===== config.mk =====
export PLATFORM = sky130hd
export DESIGN_NAME = match_controller
export DESIGN_NICKNAME = d
export VERILOG_FILES = /design/src/rtl/match_pkg.sv /design/src/rtl/serve_lfsr.sv /design/src/rtl/match_controller.sv
export SDC_FILE = /design/constraint.sdc
export NUM_CORES = 1
export LEC_CHECK = 0
export ABC_AREA = 1
export ABC_CLOCK_PERIOD_IN_PS = 1300
export BUFFER_PORTS_ARGS = -buffer_cell sky130_fd_sc_hd__buf_2
export CORE_MARGIN = 2
export CORE_UTILIZATION = 54
export CTS_CLUSTER_DIAMETER = 80
export DETAILED_ROUTE_END_ITERATION = 16
export PLACE_DENSITY = 0.75
export SLEW_MARGIN = 5
export SYNTH_ARGS = -nofsm -noshare
export SYNTH_HDL_FRONTEND = slang
export SYNTH_SLANG_ARGS = --single-unit

===== constraint.sdc =====
create_clock -name clk -period 1.3 [get_ports clk]
set_input_delay 0.065 -clock clk [delete_from_list [all_inputs] [get_ports clk]]
set_output_delay 0.065 -clock clk [all_outputs]
set_load 0.005 [all_outputs]

===== src/rtl/match_pkg.sv =====
// Shared types and constants for the match controller: the FSM state
// encoding (also exported on state_o for display logic) and side encodings.
package match_pkg;

    typedef enum logic [2:0] {
        ST_IDLE  = 3'd0,
        ST_SERVE = 3'd1,
        ST_PLAY  = 3'd2,
        ST_PAUSE = 3'd3,
        ST_POINT = 3'd4,
        ST_WIN   = 3'd5
    } state_e;

    // A "side" names a player: used for serve_side, winner and the
    // conceding player of a goal.
    localparam logic SIDE_ONE = 1'b0;
    localparam logic SIDE_TWO = 1'b1;

endpackage


===== src/rtl/serve_lfsr.sv =====
// 8-bit Fibonacci LFSR (taps 8,6,5,4) that free-runs every cycle and
// provides the random serve side. Reset loads the seed.
module serve_lfsr (
    input  logic       clk,
    input  logic       rst,
    input  logic [7:0] seed,
    output logic [7:0] q
);

    logic [7:0] lfsr_q;
    logic [7:0] lfsr_d;

    // Next value: shift left, feedback from stages 8,6,5,4; an all-zero
    // register (only reachable through a zero seed) is forced out of lockup.
    always_comb begin
        // NOTE: every always_comb output gets a default first so no path can
        // leave it unassigned and infer a latch.
        lfsr_d = {lfsr_q[6:0], lfsr_q[7] ^ lfsr_q[5] ^ lfsr_q[4] ^ lfsr_q[3]};
        if (lfsr_q == 8'h00) begin
            lfsr_d = 8'h01;
        end
    end

    // State register with synchronous reset to the seed.
    always_ff @(posedge clk) begin
        // NOTE: flops use non-blocking assignments so every register samples
        // pre-edge values regardless of block evaluation order.
        if (rst) begin
            lfsr_q <= seed;
        end else begin
            lfsr_q <= lfsr_d;
        end
    end

    assign q = lfsr_q;

endmodule


===== src/rtl/match_controller.sv =====
// Match controller for a two-player ball game: serve hold, play, pause,
// point scoring and win detection with a random first serve.
// Optional build macro MATCH_CTRL_DEUCE_EN: a match is won only with a
// score of at least WIN_SCORE and a lead of two or more points; without it
// the first player to reach exactly WIN_SCORE wins.
module match_controller
    import match_pkg::*;
#(
    parameter int unsigned WIN_SCORE    = 7,
    parameter int unsigned SCORE_W      = 4,
    parameter int unsigned SERVE_CYCLES = 150000000,
    parameter logic [7:0]  LFSR_SEED    = 8'hA5
) (
    input  logic               clk,
    input  logic               rst,
    input  logic               start,
    input  logic               goal_valid,
    input  logic               goal_side,
    input  logic               pause_req,
    output logic               game_active,
    output logic               serve_side,
    output logic               serve_go,
    output logic [SCORE_W-1:0] score_one,
    output logic [SCORE_W-1:0] score_two,
    output logic               match_over,
    output logic               winner,
    output logic [2:0]         state_o
);

    localparam int unsigned        CNT_W     = (SERVE_CYCLES > 1) ? $clog2(SERVE_CYCLES) : 1;
    localparam logic [CNT_W-1:0]   CNT_LAST  = CNT_W'(SERVE_CYCLES - 1);
    localparam logic [SCORE_W-1:0] SCORE_MAX = '1;
    localparam logic [SCORE_W-1:0] WIN_VAL   = SCORE_W'(WIN_SCORE);

    // Parameter sanity checks, reported at elaboration.
    if (WIN_SCORE + 1 > (2 ** SCORE_W) - 1) begin : g_chk_score_w
        $error("match_controller: WIN_SCORE+1 does not fit in SCORE_W bits");
    end
    if (SERVE_CYCLES < 1) begin : g_chk_serve
        $error("match_controller: SERVE_CYCLES must be at least 1");
    end
    if (LFSR_SEED == 8'h00) begin : g_chk_seed
        $error("match_controller: LFSR_SEED must be non-zero");
    end

    state_e             state_q,      state_d;
    logic [SCORE_W-1:0] score_one_q,  score_one_d;
    logic [SCORE_W-1:0] score_two_q,  score_two_d;
    logic [CNT_W-1:0]   serve_cnt_q,  serve_cnt_d;
    logic               serve_side_q, serve_side_d;
    logic               winner_q,     winner_d;
    logic               serve_go_q,   serve_go_d;
    logic               conceder_q,   conceder_d;

    logic [7:0]         lfsr_q;
    logic               lfsr_unused;
    logic [SCORE_W-1:0] new_score;
    logic               win_hit;

    serve_lfsr u_serve_lfsr (
        .clk  (clk),
        .rst  (rst),
        .seed (LFSR_SEED),
        .q    (lfsr_q)
    );

    // Only bit 0 chooses the serve; the remaining stages just keep the sequence long.
    assign lfsr_unused = ^lfsr_q[7:1];

    // The scorer is the player opposite the conceder; its score saturates.
    assign new_score = (conceder_q == SIDE_TWO)
                     ? ((score_one_q == SCORE_MAX) ? score_one_q : score_one_q + SCORE_W'(1))
                     : ((score_two_q == SCORE_MAX) ? score_two_q : score_two_q + SCORE_W'(1));

`ifdef MATCH_CTRL_DEUCE_EN
    logic [SCORE_W-1:0] other_score;

    assign other_score = (conceder_q == SIDE_TWO) ? score_two_q : score_one_q;
    // Win by two: widen by one bit so other_score+2 cannot overflow.
    assign win_hit = (new_score >= WIN_VAL) &&
                     ({1'b0, new_score} >= ({1'b0, other_score} + (SCORE_W+1)'(2)));
`else
    assign win_hit = (new_score == WIN_VAL);
`endif

    // Next-state and register-update logic for the match FSM.
    always_comb begin
        state_d      = state_q;
        score_one_d  = score_one_q;
        score_two_d  = score_two_q;
        serve_cnt_d  = '0;
        serve_side_d = serve_side_q;
        winner_d     = winner_q;
        serve_go_d   = 1'b0;
        conceder_d   = conceder_q;

        case (state_q)
            ST_IDLE: begin
                if (start) begin
                    state_d      = ST_SERVE;
                    serve_side_d = lfsr_q[0];
                end
            end
            ST_SERVE: begin
                if (serve_cnt_q == CNT_LAST) begin
                    state_d    = ST_PLAY;
                    serve_go_d = 1'b1;
                end else begin
                    serve_cnt_d = serve_cnt_q + CNT_W'(1);
                end
            end
            ST_PLAY: begin
                // A goal outranks a pause request arriving in the same cycle.
                if (goal_valid) begin
                    state_d    = ST_POINT;
                    conceder_d = goal_side;
                end else if (pause_req) begin
                    state_d = ST_PAUSE;
                end
            end
            ST_PAUSE: begin
                if (pause_req) begin
                    state_d = ST_PLAY;
                end
            end
            ST_POINT: begin
                if (conceder_q == SIDE_TWO) begin
                    score_one_d = new_score;
                end else begin
                    score_two_d = new_score;
                end
                serve_side_d = conceder_q;
                if (win_hit) begin
                    state_d  = ST_WIN;
                    winner_d = ~conceder_q;
                end else begin
                    state_d = ST_SERVE;
                end
            end
            ST_WIN: begin
                if (start) begin
                    state_d      = ST_SERVE;
                    score_one_d  = '0;
                    score_two_d  = '0;
                    serve_side_d = lfsr_q[0];
                end
            end
            default: begin
                state_d = ST_IDLE;
            end
        endcase
    end

    // Registers with synchronous active-high reset.
    always_ff @(posedge clk) begin
        if (rst) begin
            state_q      <= ST_IDLE;
            score_one_q  <= '0;
            score_two_q  <= '0;
            serve_cnt_q  <= '0;
            serve_side_q <= SIDE_ONE;
            winner_q     <= SIDE_ONE;
            serve_go_q   <= 1'b0;
            conceder_q   <= SIDE_ONE;
        end else begin
            state_q      <= state_d;
            score_one_q  <= score_one_d;
            score_two_q  <= score_two_d;
            serve_cnt_q  <= serve_cnt_d;
            serve_side_q <= serve_side_d;
            winner_q     <= winner_d;
            serve_go_q   <= serve_go_d;
            conceder_q   <= conceder_d;
        end
    end

    assign game_active = (state_q == ST_PLAY);
    assign match_over  = (state_q == ST_WIN);
    assign serve_side  = serve_side_q;
    assign serve_go    = serve_go_q;
    assign score_one   = score_one_q;
    assign score_two   = score_two_q;
    assign winner      = winner_q;
    assign state_o     = state_q;

endmodule


* Word-level counts from Yosys, hierarchy flattened *
Cells that the tools add are included.

word-level totals
  bits in registers = 51
  input bits = 6
  output and inout port bits = 16
  logic and storage cells = 67

operators by class
  add/sub/neg operators = 3
  equal/unequal tests = 16
  multiplexer cells = 19
  bitwise logic cells = 5
  reduce and logical (&&, ||, !) cells = 14

operator list
  operator                                                          count
  28-bit by 1-bit adder with 28-bit output (second input constant)  1
  28-bit == test (second input constant)                            1
  4-bit 2-to-1 mux                                                  6
  3-bit 2-to-1 mux                                                  6
  4-bit case mux with 2 select lines                                2
  3-bit case mux with 5 select lines                                1
  2-bit inequality test (second input constant)                     5
  4-bit by 1-bit adder with 4-bit output (second input constant)    2
  4-bit == test (second input constant)                             2
  8-bit logical NOT                                                 1
  8-bit 2-to-1 mux                                                  1
  3-bit by 2-bit == test with 1-bit output (second input constant)  2
  3-bit == test (second input constant)                             2
  2-bit AND reduction                                               3
  3-bit AND reduction                                               2
  2-bit OR reduction                                                3
  4-bit by 3-bit == test with 1-bit output (second input constant)  1
  4-bit AND reduction                                               1
  2-bit nonzero test                                                2
  3-bit by 1-bit == test with 1-bit output (second input constant)  1
  3-bit logical NOT                                                 1
  3-bit inequality test (second input constant)                     1
  3-bit OR reduction                                                1
  1-bit bitwise XOR                                                 3
  other kinds (4)                                                   6

* Longest topological paths before layout *
Gate-level depths: netlist of run 1.

  depth in word-level cells = 6
  gate-level depth with buffers = 12
  depth with buffers taken out = 12

* By module *
From an unflattened synthesis of run 1, not the netlist that was laid out.

unflattened totals
  cell total of the unflattened synthesis = 442
  area total of the unflattened synthesis = 2841.5 µm²

by module, submodules not included
  module            instances  cells an instance  area each (µm²)  seq. area each (µm²)
  match_controller  1          389                2494.9           860.8
  serve_lfsr        1          53                 346.6            160.2

* Worst setup path after synthesis of run 1 *
No wires, ideal clock.

  path kind = register -> register
  from = register serve_cnt_q[0]
  to = register serve_cnt_q[24]
  setup time = 0.122 ns
  data arrival time = 1.312 ns
  data required time = 1.178 ns
  setup slack = -0.134 ns
  cell stages (with the launch flop) = 11
  buffers on the path = 0
  clock period less this slack = 1.434 ns
  cell sequence = dfxtp_1 ha_1 nand3_2 inv_2 nand3_1 nor2_1 nand2_1 nand3_4 inv_1 o21ai_1 nor2_1

between the ends
  word-level cells in the longest chain between the ends = 2
  elaborated cells between the ends (all ways) = 3
  those cells by class = add/sub (1); eq/ne (1); reduce/logical (1)

RTL lines
  what                                                                                              line                     RTL
  start: declaration                                                                                match_controller.sv:49   logic [CNT_W-1:0] serve_cnt_q, serve_cnt_d;
  start signal: assignment                                                                          match_controller.sv:169  serve_cnt_q <= serve_cnt_d;
  parallel branches: the longest is 2 deep, another holds 28-bit by 1-bit adder with 28-bit output  -

Several ways; the timed one is not identified.
A chain may end at the register's enable or synchronous reset.

* Worst setup path after layout of run 1 *
  from = register serve_cnt_q[13]
  to = register serve_cnt_q[17]

Same word-level chain as after synthesis.

==> results.md, run 1 <==
* Syn avg cell area at 6.78 um2
* CTS tree: built
* Cell Area, Placed at 3670 um2
* Critical Path End Type: register
* Largest net degree at the start of global routing at 17
* Post-Route WL at 10,400 um
* Adder-Cell Fraction of Synth Area at 0.0132
* Seq cells post-synth at 51
* Unrepaired setup endpoints after global routing: true
* Worst-path clk slew at 0.11 ns
* Status: finished with violations
* H-tree levels at 2
* Die height at 76.4 um
* PortBufs at 21
* Final Hold Fails at 0
* First-pass GRT wire length at 13,700 um
* CP Class: reg2reg
* Core area at 5070 um2
* Iter 0 DRT Violations at 403
* Diodes inserted at 0
* Ys flop type: dfxtp_1
* Vias per Instance at 5.90
* Post-synth EDFFs at 0
* Pleak at 1.86 nW
* Clock root buffer: clkbuf_8
* Starting Density at 0.558
* Setup Skew at 0.0187 ns
* Largest family of logic cells by synthesized area: simple AND/OR/NAND/NOR gates
* Critical Path AT at 1.80 ns
* Synth Area in Compound Gates at 0.0684
* Post-Synthesis Cells at 418
* Area share of and/or/nand/nor cells after synthesis at 0.431
* Layout cell share with drive strength beyond 1 at 0.523
* Final setup viols at 37
* Top-level port count at 22
* Vias in the first global route at 3,034
* Total grt overflow at 0
* Num CTS Buffers at 5
* WHS at 0.0391 ns
* Netlist Area Pre-Place at 2830 um2
* CP Max Fanout at 3
* Syn_nets at 427
* Crit path time final at 1.59 ns
* Register area at 1060 um2
* Post-CTS Hold Fix Bufs at 0
* Synth unique cells at 36
* Peak VDD IR at 0.811 mV
* Synth Warn # at 0
* Worst skew pair latency at 0.33 ns
* Post-route design area at 4350 um2
* Die X at 76.4 um
* Final period util at 1.22
* Final #Nets at 541
* Area of the multi-input gates at 2010 um2
* P&R area growth vs syn at 53.4%
* Total Routing Usage GR at 0.296
* Drt first pass iters at 8
* Initial antenna violation count at 0
* Slew Viols, Final at 0
* Post-synthesis sequential area ratio at 0.360
* Worst Path Required at 1.51 ns
* CP Launch Type: register
* Detailed placement HPWL at 5420 um
* Max cap viols at 0
* ANT nets after route at 0
* DRC errors left at 0
* Max_slew headroom at 0.750
* Die Area at 5840 um2
* Core Rows at 26
* DR vias at 3,556
* Pwr dens at 941 nW/um2
* FILL cells at 276
* Failing checks: setup timing
* Clk buf depth at 2
* Asr flop ratio synth at 0
* Post-synthesis mux area share at 0
* Xor and xnor area share after synthesis at 0.0278
* Final GP Congestion at 0.946
* DR WL/cell at 17.3 um
* Setup ws final at -0.289 ns
* Slew @ Worst Pin at 0.374 ns
* Worst Hold Class: in2reg
* Fmax at 629 MHz
* CTS Sinks at 51
final timing paths:
path         slack, ns              start  depth (start not counted)           endpoint
max reg2reg      -0.29    serve_cnt_q[13]                         10    serve_cnt_q[17]
min               0.04          goal_side                          3         conceder_q
min reg2reg       0.44  u_serve_lfsr.q[6]                          2  u_serve_lfsr.q[7]
max              -0.29    serve_cnt_q[13]                         10    serve_cnt_q[17]
cells by family after synthesis:
kind of cell             Yosys count
AND/OR/NAND/NOR                  251
buffers and inverters             67
flip-flops                        51
AO/OA/AOI/OAI                     37
XOR/XNOR                           9
adder cells (fa/ha/maj)            3
worst max-delay path, cell delays in order (launching register included):
cell     delay [ns]
dfxtp_2        0.36
inv_1          0.10
nand2_1        0.07
nor2_1         0.12
nand3_1        0.17
nor2_4         0.16
nand2_4        0.09
nand3_4        0.11
buf_12         0.14
buf_12         0.10
nor3_4         0.03
layout by cell type (no fill, tap or decap), types with 8 or more instances in the layout:
cell	instances
nor2_2	17
nand3_1	13
nand3_2	10
nor2_4	10
inv_2	12
buf_4	84
nand4_1	17
nand2_4	8
buf_2	21
dfxtp_1	24
nand2_1	92
dfxtp_2	26
nand2_2	19
a21oi_2	17
inv_1	46
nor2_1	29
cell usage after synthesis, types with 4 or more instances:
cell       n  area share
dfxtp_1   51        0.36
inv_1     55       0.073
nand4_1   17       0.038
inv_2      5      0.0066
nor3_2     4       0.014
xnor2_1    5       0.015
o21ai_0    6       0.011
nor3_1     8       0.014
nor2_1    52       0.069
a21oi_1   23       0.041
xor2_1     4       0.012
or2_2      6       0.013
nand2_1  115        0.15
nand3_1   24       0.042
state kept, by name (all words and copies together) (netlist names):
| register | cells |
|---|---|
| winner | 1 |
| serve_cnt_q | 28 |
| score_one | 4 |
| score_two | 4 |
| serve_go | 1 |
| serve_side | 1 |
| conceder_q | 1 |
| u_serve_lfsr.q | 8 |
| state_o | 3 |
through the flow:
stage          cells  utilization  setup slack (ns)  power (W)  TNS, ns
5_1_grt          603        0.857            -0.312    0.00425    -8.17
3_3_place_gp     584        0.722            -0.134    0.00259    -2.37
4_1_cts          599        0.801            -0.127    0.00383    -1.55
2_1_floorplan    418            -           -0.0126    0.00227   -0.166
3_5_place_dp     584        0.722            -0.181    0.00261    -3.45
6_report         603        0.857            -0.289    0.00409    -7.51
final cells by class:
type,count,area share
Clock buffer,6,0.0190
Clock inverter,2,0.00374
Inverter,60,0.0535
Multi-Input combinational cell,301,0.462
Sequential cell,51,0.243
Tap cell,70,0.0201
Timing Repair Buffer,113,0.198
per-layer routing:
metal	share of wire	wire, um	track usage
met1	0.38	3920	0.357
met2	0.48	4970	0.506
met4	0.061	635	0.136
met3	0.086	899	0.0592
met5	0	0	0
what timing repair did:
| item | in CTS | in global routing |
|---|---|---|
| resized for setup | 67 | 76 |
| pin swaps | 20 | 27 |
| endpoints found under the setup margin | 41 | 44 |
| cloned | 2 | 0 |
| buffers inserted | 5 | 5 |
power by group:
group          switching [W]  internal (W)  leakage, nW
sequential         0.0000761       0.00165        0.428
combinational       0.000755      0.000570         1.38
clock               0.000603      0.000436       0.0474
total                0.00143       0.00266         1.86
Power figures use the tool's default switching activity.
==> run 2, diff against run 1 <==
--- a/config.mk
+++ b/config.mk
@@ -8,11 +8,11 @@
 export ABC_AREA = 1
 export ABC_CLOCK_PERIOD_IN_PS = 1300
 export BUFFER_PORTS_ARGS = -buffer_cell sky130_fd_sc_hd__buf_2
-export CORE_MARGIN = 2
-export CORE_UTILIZATION = 54
+export CORE_MARGIN = 8
+export CORE_UTILIZATION = 35
 export CTS_CLUSTER_DIAMETER = 80
 export DETAILED_ROUTE_END_ITERATION = 16
-export PLACE_DENSITY = 0.75
+export PLACE_DENSITY = 0.52
 export SLEW_MARGIN = 5
 export SYNTH_ARGS = -nofsm -noshare
 export SYNTH_HDL_FRONTEND = slang
==> run 2 against run 1 <==
- the run still ends with setup timing left
- count of clock-buffer cells in the layout up 1
- critical path depth decreased by 4
- first-iteration DRC count decreased by 85%
- via count shrank 17%
- clock power shrank 6%
- final cell count is 6.3% higher
- sequential share of layout area rose by 0.97 points
- flip-flop and latch count is the same
- power decreased by 6.1%
- sequential power is essentially flat
- setup slack better by 0.23 ns
- global-route usage fell by 16 points
==> results.md, run 2 (same netlist as run 1, synthesis figures left out) <==
* Top delay family on crit path: flip-flops
* Max_slew headroom at 0.805 (+0.0555)
* Starting Density at 0.352 (-0.206)
* PortBufs at 21 (unchanged)
* Unrepaired setup endpoints after global routing: true
* FILL cells at 833 (+200%)
* Worst skew pair latency at 0.30 ns (-0.03 ns)
* Fmax at 735 MHz (+17%)
* Num CTS Buffers at 5 (unchanged)
* Clock root buffer: clkbuf_8
* Critical Path End Type: register
* Core area at 8050 um2 (+59%)
* Diodes inserted at 0 (unchanged)
* DRC errors left at 0 (unchanged)
* Max reg flops at 28 (unchanged)
* Die X at 106 um (+39%)
* Final setup viols at 32 (-14%)
* Final Hold Fails at 0 (unchanged)
* Vias in the first global route at 2,787 (-8.1%)
* Setup Skew at 0.0113 ns (-0.00740 ns)
* Crit-path slowest cell: dfxtp_1
* Total Routing Usage GR at 0.133 (-0.163)
* ANT nets after route at 0 (unchanged)
* Post-CTS Hold Fix Bufs at 0 (unchanged)
* Detailed placement HPWL at 5730 um (+5.6%)
* First-pass GRT wire length at 12,600 um (-8.5%)
* DR WL/cell at 11.7 um (-33%)
* Highest-count cells in the layout ignoring fill and taps: nand2_1, buf_4, inv_1
* Total grt overflow at 0 (unchanged)
* Final #Nets at 544 (+0.55%)
* CP Class: reg2reg
* Worst-path clk slew at 0.10 ns (about the same)
* CP Launch Type: register
* CTS tree: built
* Critical-path cell list: inv_1, nor3_1, buf_4, nand4_1, o21ai_0, a21oi_1
* Top-level port count at 22 (unchanged)
* Critical Path AT at 1.56 ns (-0.24 ns)
* Core Rows at 33 (+27%)
* Pleak at 1.83 nW (-1.3%)
* Largest net degree at the start of global routing at 16 (-1)
* Crit path time final at 1.36 ns (-0.230 ns)
* Status: finished with violations
* Slew Viols, Final at 0 (unchanged)
* Worst Hold Class: in2reg
* Vias per Instance at 4.58 (-22%)
* Final period util at 1.05 (-0.177)
* Pwr dens at 911 nW/um2 (-3.1%)
* Commonest non-fill, non-tap cell in the layout: nand2_1
* Failing checks: setup timing
* Setup TNS at -1.09 ns (+6.43 ns)
* Power Total at 0.00384 W (-6.1%)
* Worst Path Required at 1.50 ns (about the same)
* Top reg by flops: serve_cnt_q
* Die height at 106 um (+39%)
* Slowest cell delay on critical path at 0.39 ns (+0.03 ns)
* H-tree levels at 2 (unchanged)
* CTS Sinks at 51 (unchanged)
* Layout cell share with drive strength beyond 1 at 0.466 (-0.0570)
* Setup ws final at -0.0597 ns (+0.230 ns)
* Initial antenna violation count at 0 (unchanged)
* Post-Route WL at 7480 um (-28%)
* Iter 0 DRT Violations at 62 (-85%)
* P&R area growth vs syn at 48.7%
* Die Area at 11,200 um2 (+92%)
* Final GP Congestion at 0.883 (-6.7%)
* CP Max Fanout at 3 (unchanged)
* Clk buf depth at 2 (unchanged)
* Drt first pass iters at 4 (-4)
* Slew @ Worst Pin at 0.291 ns (-0.0830 ns)
* Peak VDD IR at 0.916 mV (+13%)
* CP Buf/Inv Count at 2 (-1)
* Max cap viols at 0 (unchanged)
* DR vias at 2,937 (-17%)
-- run 2: cell types whose count changed in the layout (fill, tap and decap cells not counted), moves of 6 or more --
cell,delta
nor2_1,+8
a21oi_2,-7
dfxtp_2,-8
buf_4,+6
a21oi_1,+7
nand2_1,+8
nor2_4,-7
-- run 2: through the flow --
stage / cell area (um2) / util / instances / hold WS, ns / setup slack (ns)
final: 4220 / 0.524 / 641 / 0.0560 / -0.0597
after global routing: 4220 / 0.524 / 641 / 0.0769 / -0.175
after CTS: 3950 / 0.490 / 636 / 0.0434 / -0.116
after detailed placement: 3770 / 0.468 / 627 / 0.368 / -0.0979
after global placement: 3770 / 0.468 / 627 / 0.366 / -0.110
after floorplan: 2900 / - / 418 / 0.248 / -0.0126
-- run 2: power by group --
group	internal [W]	leakage [nW]	switching (W)
combinational	0.000526	1.36	0.000604
clock	0.000438	0.0484	0.000537
sequential	0.00165	0.428	0.0000839
-- run 2: cell type report --
class                      count  area (um2)  area share
timing repair buffer         117         863       0.205
clock buffer                   7        86.3      0.0205
tap                          105         131      0.0312
clock inverter                 1        8.76     0.00208
sequential                    51        1070       0.253
multi-input combinational    300        1830       0.435
inverter                      60         225      0.0534
-- run 2: layer usage --
layer  up-vias  wire length (um)  track usage
li1       1568                 -            -
met1      1326              3610        0.171
met2        39              3580        0.221
met3         4               237       0.0321
met4         0                46       0.0291
met5         -                 0            0
-- run 2: worst register-to-register path, cell delays in order, from the launching register on --
cell and delay [ns]:
dfxtp_1 0.39, inv_1 0.08, nor3_1 0.19, buf_4 0.15
nand4_1 0.13, o21ai_0 0.22, a21oi_1 0.09
-- run 2: path summary, 6_finish.rpt --
path / start / end / slack (ns) / depth (start not counted)
worst max register to register: serve_cnt_q[16] / serve_cnt_q[20] / -0.06 / 6
worst max-delay path: serve_cnt_q[16] / serve_cnt_q[20] / -0.06 / 6
worst min register to register: u_serve_lfsr.q[1] / u_serve_lfsr.q[2] / 0.43 / 2
worst min-delay path: goal_side / conceder_q / 0.06 / 3
-- run 2: repair_timing --
action / CTS / global route
buffers inserted: 1 / 6
gates resized for setup: 24 / 76
pin swaps: 6 / 27
setup endpoints to repair: 37 / 49
